### src/rtl/tpu_pkg.sv
// Constants shared by the TPU core and its instruction ingress queue.
// Keeps the instruction width and NOP encoding in one place for both sides.
package tpu_pkg;

    localparam int INSTR_W = 16;
    localparam logic [INSTR_W-1:0] NOP_WORD = 16'h0000;

    // Opcode field; an all-zero opcode is the NOP the queue issues when empty
    localparam int OPC_MSB = 15;
    localparam int OPC_LSB = 12;
    localparam logic [OPC_MSB-OPC_LSB:0] OPC_NOP = '0;

    function automatic logic is_nop(input logic [INSTR_W-1:0] instr);
        return instr[OPC_MSB:OPC_LSB] == OPC_NOP;
    endfunction

endpackage

### src/rtl/strobe_edge.sv
// Rising-edge detector for the host load strobe: one-cycle pulse per 0->1 transition.
// Latency: pulse is combinational from sig_i against last cycle's registered value.
// Backpressure: none; a held-high strobe yields exactly one pulse.
module strobe_edge (
    input  logic clk,
    input  logic rst,
    input  logic sig_i,
    output logic pulse_o
);

    logic sig_q;

    // Keep tracking the pin during reset so a strobe already high at release
    // is not mistaken for a fresh edge.
    always_ff @(posedge clk) begin
        sig_q <= sig_i;
    end

    assign pulse_o = sig_i & ~sig_q & ~rst;

endmodule

### src/rtl/instr_queue.sv
// Instruction ingress FIFO: strobe-loaded from pins, show-ahead valid/ready to the core.
// Latency: a word pushed at edge N is visible on out_instr/out_valid in cycle N+1.
// Backpressure: core_ready low holds the head; pushes into a full queue are dropped and flag overflow.
module instr_queue #(
    parameter int DEPTH = 4,
    parameter int INSTR_W = tpu_pkg::INSTR_W,
    parameter logic [INSTR_W-1:0] NOP_WORD = tpu_pkg::NOP_WORD
) (
    input  logic                       clk,
    input  logic                       rst,
    input  logic [INSTR_W-1:0]         in_instr,
    input  logic                       in_strobe,
    input  logic                       clr_ovf,
    input  logic                       core_ready,
    output logic [INSTR_W-1:0]         out_instr,
    output logic                       out_valid,
    output logic [$clog2(DEPTH+1)-1:0] count,
    output logic                       full,
    output logic                       empty,
    output logic                       overflow
);

    localparam int AW = $clog2(DEPTH);
    localparam int CW = $clog2(DEPTH+1);

    logic [INSTR_W-1:0] mem_q [DEPTH];
    logic [AW-1:0]      rd_ptr_q, rd_ptr_d;
    logic [AW-1:0]      wr_ptr_q, wr_ptr_d;
    logic [CW-1:0]      count_q, count_d;
    logic               overflow_q, overflow_d;
    logic               push_req, push, pop, drop;

    strobe_edge u_strobe_edge (
        .clk     (clk),
        .rst     (rst),
        .sig_i   (in_strobe),
        .pulse_o (push_req)
    );

    assign empty     = (count_q == '0);
    assign full      = (count_q == CW'(DEPTH));
    assign out_valid = ~empty;
    assign out_instr = empty ? NOP_WORD : mem_q[rd_ptr_q];
    assign count     = count_q;
    assign overflow  = overflow_q;

    // A pop at full frees the slot the same cycle, so the push still lands
    assign pop  = out_valid & core_ready;
    assign push = push_req & (~full | pop);
    assign drop = push_req & full & ~pop;

    always_comb begin
        count_d = count_q;
        if (push && !pop) begin
            count_d = count_q + CW'(1);
        end else if (pop && !push) begin
            count_d = count_q - CW'(1);
        end
        wr_ptr_d   = push ? wr_ptr_q + AW'(1) : wr_ptr_q;
        rd_ptr_d   = pop  ? rd_ptr_q + AW'(1) : rd_ptr_q;
        overflow_d = drop | (overflow_q & ~clr_ovf);
    end

    always_ff @(posedge clk) begin
        if (rst) begin
            rd_ptr_q   <= '0;
            wr_ptr_q   <= '0;
            count_q    <= '0;
            overflow_q <= 1'b0;
        end else begin
            rd_ptr_q   <= rd_ptr_d;
            wr_ptr_q   <= wr_ptr_d;
            count_q    <= count_d;
            overflow_q <= overflow_d;
        end
    end

    // Storage needs no reset: out_instr is masked by count
    always_ff @(posedge clk) begin
        if (push) begin
            mem_q[wr_ptr_q] <= in_instr;
        end
    end

endmodule

### config.mk
export PLATFORM = sky130hd
export DESIGN_NAME = instr_queue
export DESIGN_NICKNAME = d
export VERILOG_FILES = /design/src/rtl/tpu_pkg.sv /design/src/rtl/strobe_edge.sv /design/src/rtl/instr_queue.sv
export SDC_FILE = /design/constraint.sdc
export NUM_CORES = 1
export LEC_CHECK = 0
export ABC_CLOCK_PERIOD_IN_PS = 3920
export BUFFER_PORTS_ARGS = -buffer_cell sky130_fd_sc_hd__buf_2
export CAP_MARGIN = 20
export CORE_ASPECT_RATIO = 0.5
export CORE_UTILIZATION = 39
export DETAILED_ROUTE_END_ITERATION = 10
export RECOVER_POWER = 100
export SLEW_MARGIN = 20
export SYNTH_ARGS = -nofsm -noshare
export SYNTH_HDL_FRONTEND = slang
export SYNTH_SLANG_ARGS = --single-unit
### constraint.sdc
create_clock -name clk -period 3.92 [get_ports clk]
set_clock_uncertainty 0.1 [all_clocks]
set_input_delay 0.196 -clock clk [delete_from_list [all_inputs] [get_ports clk]]
set_output_delay 0.196 -clock clk [all_outputs]
set_load 0.02 [all_outputs]
Word-level counts from Yosys, hierarchy flattened
Memories as Yosys holds them, arrays and structs flattened. A register that Yosys moved wholly into a read port is not among the register bits.
Index checks and enable logic that the tools add are counted.
{"block": "totals", "n_memories": 1, "ramBits": 64, "register_bits": 9, "wordCells": 39, "out_inout_bits": 23}
{"block": "op_classes", "addsub": 4, "bitwise_logic": 15, "n_reduce_logical": 6, "muxes": 7, "eq_ne": 1}
{"name": "mem_q", "depth": 4, "width": 16, "read_ports": 1, "rd_ports_with_merged_regs": 1, "wr": 1, "line_no": "instr_queue.sv:26", "text": "logic [INSTR_W-1:0] mem_q [DEPTH];"}
{"cell": "16-bit two-way mux", "count": 1}
{"cell": "1-bit bitwise AND", "count": 7}
{"cell": "3-bit two-way mux", "count": 2}
{"cell": "1-bit inverter", "count": 6}
{"cell": "2-bit by 1-bit adder with 2-bit output (second input constant)", "count": 2}
{"cell": "2-bit two-way mux", "count": 2}
{"cell": "3-bit by 1-bit adder with 3-bit output (second input constant)", "count": 1}
{"cell": "3-bit equality test (second input constant)", "count": 1}
{"cell": "3-bit logical NOT", "count": 1}
{"cell": "3-bit by 1-bit subtractor with 3-bit output (second input constant)", "count": 1}
{"cell": "1-bit logical AND", "count": 2}
{"cell": "1-bit logical NOT", "count": 2}
{"cell": "1-bit two-way mux", "count": 2}
{"cell": "1-bit bitwise OR", "count": 2}
{"cell": "2-bit nonzero test", "count": 1}

Depth between registers and ports, before layout
Gate-level depths: netlist of run 1.
{"block": "logic_depth", "word_depth": 9, "depth_mapped": 8, "ltp_nobuf": 8}

Modules after synthesis
A second synthesis of run 1 with hierarchy kept.
{"block": "hier_totals", "hier_cells": 158, "hier_area_um2": 3022.9}
{"mod": "instr_queue", "area_per_inst_um2": 2990.4, "n_inst": 1, "seq_area_each_um2": 2122.0, "cells_each": 156}
{"mod": "strobe_edge", "area_per_inst_um2": 32.5, "n_inst": 1, "seq_area_each_um2": 20.0, "cells_each": 2}

Worst setup path after synthesis of run 1
Ideal clock, no wire load.
{"block": "synth_path", "path_type": "register to register", "startpoint": "register count_q[0] (netlist: count[0])", "endpoint": "register count_q[2] (netlist: count[2])", "synth_period_minus_slack_ns": 2.327, "path_stages_with_launch": 9, "setup_time_ns": 0.070, "t_arrival_ns": 2.156, "slack_ns": 1.593, "t_required_ns": 3.750, "n_path_buf": 0, "cell_sequence": "dfxtp_1 nor4b_2 nor3_1 ha_1 inv_1 fa_1 xor2_1 or3_1 a21oi_1"}
{"block": "synth_via", "elab_chain_cells": 8, "elab_cells_between_ends": 16, "classes_between": "add/sub (2); eq/ne (1); mux (2); bitwise (5); reduce/logical (6)"}
{"item": "start, declared", "line_no": "instr_queue.sv:29", "text": "logic [CW-1:0] count_q, count_d;"}
{"item": "start signal, assigned", "line_no": "instr_queue.sv:73", "text": "count_q <= count_d;"}
{"item": "3-bit logical NOT", "line_no": "instr_queue.sv:40", "text": "assign empty = (count_q == '0);"}
{"item": "1-bit inverter", "line_no": "instr_queue.sv:42", "text": "assign out_valid = ~empty;"}
{"item": "1-bit bitwise AND", "line_no": "instr_queue.sv:48", "text": "assign pop = out_valid & core_ready;"}
{"item": "1-bit bitwise OR *", "line_no": "instr_queue.sv:49", "text": "assign push = push_req & (~full | pop);"}
{"item": "1-bit bitwise AND *", "line_no": "instr_queue.sv:49"}
{"item": "named net push", "line_no": "instr_queue.sv:31", "text": "logic push_req, push, pop, drop;"}
{"item": "1-bit logical NOT", "line_no": "instr_queue.sv:56", "text": "end else if (pop && !push) begin"}
{"item": "1-bit logical AND", "line_no": "instr_queue.sv:56"}
{"item": "2-bit nonzero test (no line)"}
Mark *: on every way through the listed nets, which the timed path passes. The rest lies on a longest branch. The select of a mux whose other input is x is not followed.
A chain may end at the register's enable or synchronous reset.

Worst setup path after layout of run 1
{"block": "layout_path", "startpoint": "register count_q[1] (netlist: count[1])", "endpoint": "output port out_instr[15]"}
{"block": "layout_via", "elab_chain_cells": 2}
{"item": "3-bit logical NOT", "line_no": "instr_queue.sv:40"}
{"item": "16-bit two-way mux", "line_no": "instr_queue.sv:43", "text": "assign out_instr = empty ? NOP_WORD : mem_q[rd_ptr_q];"}
{"item": "end, declared", "line_no": "instr_queue.sv:15", "text": "output logic [INSTR_W-1:0] out_instr,"}
No other way between the ends.

==> run summary, run 1 <==
Crit Path Max Fanout = 13
post-DR wirelength/cell = 15.9 um
Worst Setup End Kind = output pin
synth unique cells = 27
CP max-delay cell = nor3_1
Die Y-Extent = 64.2 um
row count = 22
Largest stage delay, worst path = 1.37 ns
Worst IR Drop VDD = 0.000378 V
final WL = 5190 um
synthesized net count = 186
Via Count = 1566
worst-margin pin slew = 1.74 ns
GR Util All Layers = 14.3%
required time worst endpoint = 3.62 ns
setup TNS = 0 ns
die width = 126 um
core area = 0.00740 mm2
Finished Core Util = 50.6%
Int Pwr = 0.00174 W
sequential share of the synthesized area = 70.9%
vias in the first global route = 1635
sw frac = 31.8%
Psw = 0.000814 W
layout cells sized above 1 = 15.2%
CTS sink cnt = 75
Post-Syn Area = 0.00302 mm2
f_max = 328 MHz
most frequent cells in the layout = edfxtp_1 (64), clkbuf_1 (39), dlygate4sd3_1 (17)
drt via density = 4.80
critical-path cell list = nor3_1 > buf_4 > nor2b_1 > clkbuf_1
number of synthesized flops with an enable pin = 64
DRC Markers = 0
final hold viol count = 0
Layout area overhead = 24.1%
Buf/Inv on CP = 2
FFs w/ async S/R, synth = 0%
Gate power share = 28.4%
nets@finish = 252
worst skew pair latency = 0.33 ns
Crit Path Class = reg -> out
largest net degree at the start of global routing = 17
CTS H-tree depth = 3
Initial Util = 40.8%
first-pass GRT wire length = 8250 um
most common cell after layout, fill and taps aside = edfxtp_1
Worst slew margin = -17.0%
Worst Path Arrival = 2.75 ns
final setup fails = 0
DIE AREA = 0.00813 mm2
CP delay by family, top = simple AND/OR/NAND/NOR gates
ys flop type = edfxtp_1
Post-Syn Instances = 159
Reg power frac = 38.1%
Final Max Tran Viols = 14
warnings from Yosys = 0
Syn Area/Cell = 19.0 um2
Worst Hold Class = in -> reg
CTS Root Cell = clkbuf_16
initial antenna violation count = 0
fin crit share = 77.7%
n_diodes = 0
DRT Pass-1 Iters = 4
failing checks = max-capacitance violations, max-slew violations
gr ovfl total = 0
Routed Antenna Nets = 0
Post-DP HPWL = 3210 um
CTS tree = built
Top Ports = 44
part of the power in the clock network = 33.5%
# port buffers = 43
leakage = 1.24 nW
Reg clk slew, reported paths = 0.06 ns
number of buffers on the longest clock path = 2
fillcell total = 625
max-cap violations = 1
number of buffers created by CTS = 9
PD cells = 682 mW/mm2
status = finished with violations
fin crit period = 3.05 ns
RSZ-0062 raised after global routing = false
1st-iter DRT viols = 103
startpoint types = flop
#FFs+latches synth = 75
Placer Congestion = 0.682
-- stage by stage --
| step | instances | area [um2] | power [W] | worst slack (ns) | hold slack (ns) |
|---|---|---|---|---|---|
| 2_1_floorplan | 159 | 3020 | 0.00153 | 1.59 | 0.124 |
| 3_3_place_gp | 293 | 3320 | 0.00174 | 1.57 | 0.215 |
| 3_5_place_dp | 293 | 3320 | 0.00175 | 1.45 | 0.218 |
| 4_1_cts | 326 | 3810 | 0.00263 | 1.28 | 0.00976 |
| 5_1_grt | 326 | 3750 | 0.00269 | 0.721 | 0.0155 |
| 6_report | 326 | 3750 | 0.00256 | 0.873 | 0.0189 |
-- state kept, by name, indices dropped and copies added, names as in the netlist, named ones only --
register and cells:
count 3, mem_q 64, rd_ptr_q 2, u_strobe_edge.sig_q 1, overflow 1, wr_ptr_q 2
-- final cells by class --
cell class | count | area, um2 | area share [%]
flip-flops and latches | 75 | 2140 | 57.1
multi-input cells | 73 | 803 | 21.4
repair buffers | 62 | 352 | 9.38
clock buffers | 9 | 225 | 6.01
well taps | 96 | 120 | 3.20
clock inverters | 7 | 92.6 | 2.47
inverters | 4 | 15.0 | 0.400
-- worst paths after layout --
path / to / startpoint / depth (start not counted) / slack [ns]
min reg2reg: overflow / overflow / 2 / 0.37
max: out_instr[15] / count[1] / 4 / 0.87
max reg2reg: mem_q[3][2] / count[0] / 3 / 1.35
min: overflow / clr_ovf / 3 / 0.02
-- Yosys cell counts (all sizes together), types with 3 or more instances --
cell	number	area [um2]
nand2b	5	31.3
and2	4	25.0
nor2	7	26.3
edfxtp	64	1920
mux4	16	383
buf	6	51.3
dfxtp	11	220
nor2b	16	123
a21oi	3	15.0
xor2	3	26.3
inv	4	15.0
ha	5	62.6
-- cell families after synthesis --
family | share of synthesized area [%]
flip-flops | 70.9
AND/OR/NAND/NOR | 8.41
multiplexers | 13.7
buffers and inverters | 2.32
AO/OA/AOI/OAI | 1.08
adder cells (fa/ha/maj) | 2.73
XOR/XNOR | 0.870
-- metal layers --
metal / global-route usage [%] / vias to the layer above / routed length, um
met3: 6.03 / 9 / 222
li1: - / 749 / -
met5: 0 / - / 0
met2: 22.9 / 33 / 2460
met4: 5.87 / 0 / 89
met1: 17.2 / 775 / 2410
-- power groups by stage --
stage | logic, W | clock network (W) | registers, W
final | 0.000726 | 0.000858 | 0.000974
after global routing | 0.000784 | 0.000918 | 0.000985
after CTS | 0.000773 | 0.000873 | 0.000980
after detailed placement | 0.000753 | 0 | 0.000996
after global placement | 0.000747 | 0 | 0.000990
after floorplan | 0.000555 | 0 | 0.000974
-- repair_timing --
item                      in CTS  in global routing
hold endpoints to repair      65                  0
hold buffers                  17                  0
buffers inserted               0                  0
resized for setup              0                  0
-- worst register-to-register path, delay by kind of cell, from the launching register on --
kind / cells / cell delay, ns
and+or+nand+nor: 3 / 1.59
DFF: 1 / 0.48
Power figures use the tool's default switching activity.
==> run 2: changes to the inputs <==
--- a/config.mk
+++ b/config.mk
@@ -5,7 +5,8 @@
 export SDC_FILE = /design/constraint.sdc
 export NUM_CORES = 1
 export LEC_CHECK = 0
-export ABC_CLOCK_PERIOD_IN_PS = 3920
+export ABC_AREA = 1
+export ABC_CLOCK_PERIOD_IN_PS = 3100
 export BUFFER_PORTS_ARGS = -buffer_cell sky130_fd_sc_hd__buf_2
 export CAP_MARGIN = 20
 export CORE_ASPECT_RATIO = 0.5
==> constraint.sdc (replaced) <==
create_clock -name clk -period 3.1 [get_ports clk]
set_clock_uncertainty 0.1 [all_clocks]
set_input_delay 0.155 -clock clk [delete_from_list [all_inputs] [get_ports clk]]
set_output_delay 0.155 -clock clk [all_outputs]
set_load 0.02 [all_outputs]
==> run summary, run 2 <==
status = complete, no violations
number of synthesized flops with an enable pin = 64 (unchanged)
fin crit period = 2.56 ns
Worst IR Drop VDD = 0.000469 V (+24%)
Initial Util = 41.6% (+0.76 points)
Top Ports = 44 (unchanged)
sequential share of the synthesized area = 68.1% (-2.8 points)
row count = 22 (unchanged)
CTS tree = built
fin crit share = 82.6%
synth unique cells = 23 (-15%)
top-count cell post-synth = nor2_1
Pwr Total = 0.00327 W (+28%)
synthesized net count = 299 (+61%)
most common cell after layout, fill and taps aside = nor2_1
R2R Setup Slk = 0.83 ns (-0.52 ns)
startpoint types = flop
warnings from Yosys = 0 (unchanged)
number of flip-flops in the largest register = 64 (unchanged)
cts hold-fix bufs = 18 (+1)
WHS Path Cells = 4 (+1)
DIE AREA = 0.00845 mm2 (+4.0%)
Post-DP HPWL = 3690 um (+15%)
largest net degree at the start of global routing = 33 (+16)
worst skew pair latency = 0.32 ns (about the same)
FF-to-FF path depth = 6 (+3)
Routed Antenna Nets = 0 (unchanged)
#FFs+latches synth = 75 (unchanged)
setup TNS = 0 ns (unchanged)
largest cells by area after synthesis = edfxtp_1 (61%), nor2_1 (9.5%), dfxtp_1 (7.0%), o21ai_1 (4.8%), a21oi_2 (2.5%)
gr ovfl total = 0 (unchanged)
number of buffers created by CTS = 9 (unchanged)
Reg clk slew, reported paths = 0.06 ns (about the same)
Final Max Tran Viols = 0 (-14)
f_max = 390 MHz
DRT Pass-1 Iters = 4 (unchanged)
Layout area overhead = 22.3%
Non-Filler Instances = 452 (+39%)
Worst R2R Start = u_strobe_edge.sig_q
GR Util met1 = 19.7% (+2.5 points)
layout cells sized above 1 = 13.7% (-1.6 points)
leading area contributor after synthesis = edfxtp_1
drt via density = 4.65 (-3.1%)
CTS sink cnt = 75 (unchanged)
number of buffers on the longest clock path = 2 (unchanged)
Crit Path Max Fanout = 32 (+19)
ys flop type = edfxtp_1
final setup fails = 0 (unchanged)
DRC Markers = 0 (unchanged)
n_diodes = 0 (unchanged)
CTS resizes = 0 (unchanged)
vias in the first global route = 2126 (+30%)
initial antenna violation count = 0 (unchanged)
Top reg by flops = mem_q
Post-Syn Instances = 272 (+71%)
total placed cells including tap cells = 418 (+43%)
RSZ-0062 raised after global routing = false
leakage = 1.39 nW (+12%)
Worst Hold Class = in -> reg
Worst Setup End Kind = output pin
Via Count = 2104 (+34%)
R2R Path End = mem_q[3][11]
met2 Usage GRT = 28.0% (+5.1 points)
CTS H-tree depth = 3 (unchanged)
Worst slew margin = 23.7% (+41 points)
nets@finish = 366 (+45%)
Crit Path Class = reg -> out
GR Util All Layers = 16.3% (+2.0 points)
die width = 129 um (+2.0%)
Die Y-Extent = 65.5 um (+2.0%)
Post-CTS Setup Inserts = 0 (unchanged)
final hold viol count = 0 (unchanged)
FFs w/ async S/R, synth = 0% (unchanged)
Commonest cells post-synth = nor2_1 (80), edfxtp_1 (64), o21ai_1 (30)
required time worst endpoint = 2.84 ns (-0.78 ns)
Syn Area/Cell = 11.6 um2 (-39%)
Placer Congestion = 0.769 (+13%)
# port buffers = 43 (unchanged)
Post-Syn Area = 0.00315 mm2 (+4.1%)
most frequent cells in the layout = nor2_1 (81), edfxtp_1 (64), clkbuf_1 (30)
Finished Core Util = 50.8% (+0.20 points)
met3 GRT Util = 4.89% (-1.1 points)
max-cap violations = 0 (-1)
Yosys top cell area share = 61.1% (-2.5 points)
GR peak layer = met2
1st-iter DRT viols = 154 (+50%)
final WL = 6150 um (+19%)
worst-margin pin slew = 1.14 ns (-0.597 ns)
Worst Path Arrival = 2.31 ns (-0.44 ns)
final hold slack = 0.0160 ns (-0.00287 ns)
PD cells = 849 mW/mm2 (+24%)
crit path to = out_instr[0]
CTS Root Cell = clkbuf_16
fillcell total = 688 (+10%)
first-pass GRT wire length = 10000 um (+22%)
post-DR wirelength/cell = 13.6 um (-14%)
core area = 0.00757 mm2 (+2.2%)
==> run 2: changes by cell type in the layout (fill, tap and decap cells not counted), moves of 9 or more <==
cell	delta
nand2_1	+14
clkbuf_1	-9
a21oi_1	+9
inv_1	+14
o21ai_1	+29
buf_2	+14
nor2b_1	-13
mux4_2	-10
a21oi_2	+9
nor2_1	+74
==> run 2: worst max-delay path: stages (launching register included) <==
cell	delay, ns
dfxtp_1	0.51
inv_1	0.84
o21ai_0	0.22
a21oi_1	0.18
clkbuf_1	0.24
==> run 2: final cells by class <==
cell class,count,area [um2],area share (%)
multi-input cells,165,801,20.8
repair buffers,67,394,10.2
clock inverters,6,63.8,1.66
clock buffers,10,229,5.95
well taps,108,135,3.51
inverters,21,83.8,2.18
flip-flops and latches,75,2140,55.7
==> run 2: cells by family (layout without fill, tap and decap cells) <==
logic type,count (synthesis),in the layout,synth area share (%)
simple gates,104,104,13.4
flops,75,75,68.1
compound gates,54,54,9.66
buf+inv,32,104,5.92
fa+ha+maj,6,6,2.62
xor+xnor,1,1,0.278
==> run 2: how the worst min path moves through the flow <==
| stage | startpoint | to | slack (ns) |
|---|---|---|---|
| final | clr_ovf | overflow | 0.02 |
| after global routing | clr_ovf | overflow | 0.06 |
| after CTS | clr_ovf | overflow | 0.01 |
| after detailed placement | in_strobe | u_strobe_edge.sig_q | 0.20 |
| after global placement | in_strobe | u_strobe_edge.sig_q | 0.19 |
| after floorplan | in_strobe | u_strobe_edge.sig_q | 0.08 |
==> run 2: report_power, final <==
| group | internal [W] | switching, W |
|---|---|---|
| Sequential | 0.00115 | 0.0000644 |
| Combinational | 0.000321 | 0.000739 |
| Clock | 0.000622 | 0.000373 |
==> run 2: routing by layer <==
| metal | share of wire [%] | wire length [um] |
|---|---|---|
| met1 | 45 | 2790 |
| met2 | 49 | 3010 |
| met3 | 5.0 | 308 |
| met4 | 0.72 | 44 |
| met5 | 0 | 0 |
==> run 2: through the flow <==
stage               instance area [um2]  setup slack [ns]
floorplan                          3150              1.05
global placement                   3440              1.14
detailed placement                 3440              1.05
CTS                                3910             0.756
global route                       3850             0.317
finish                             3850             0.538
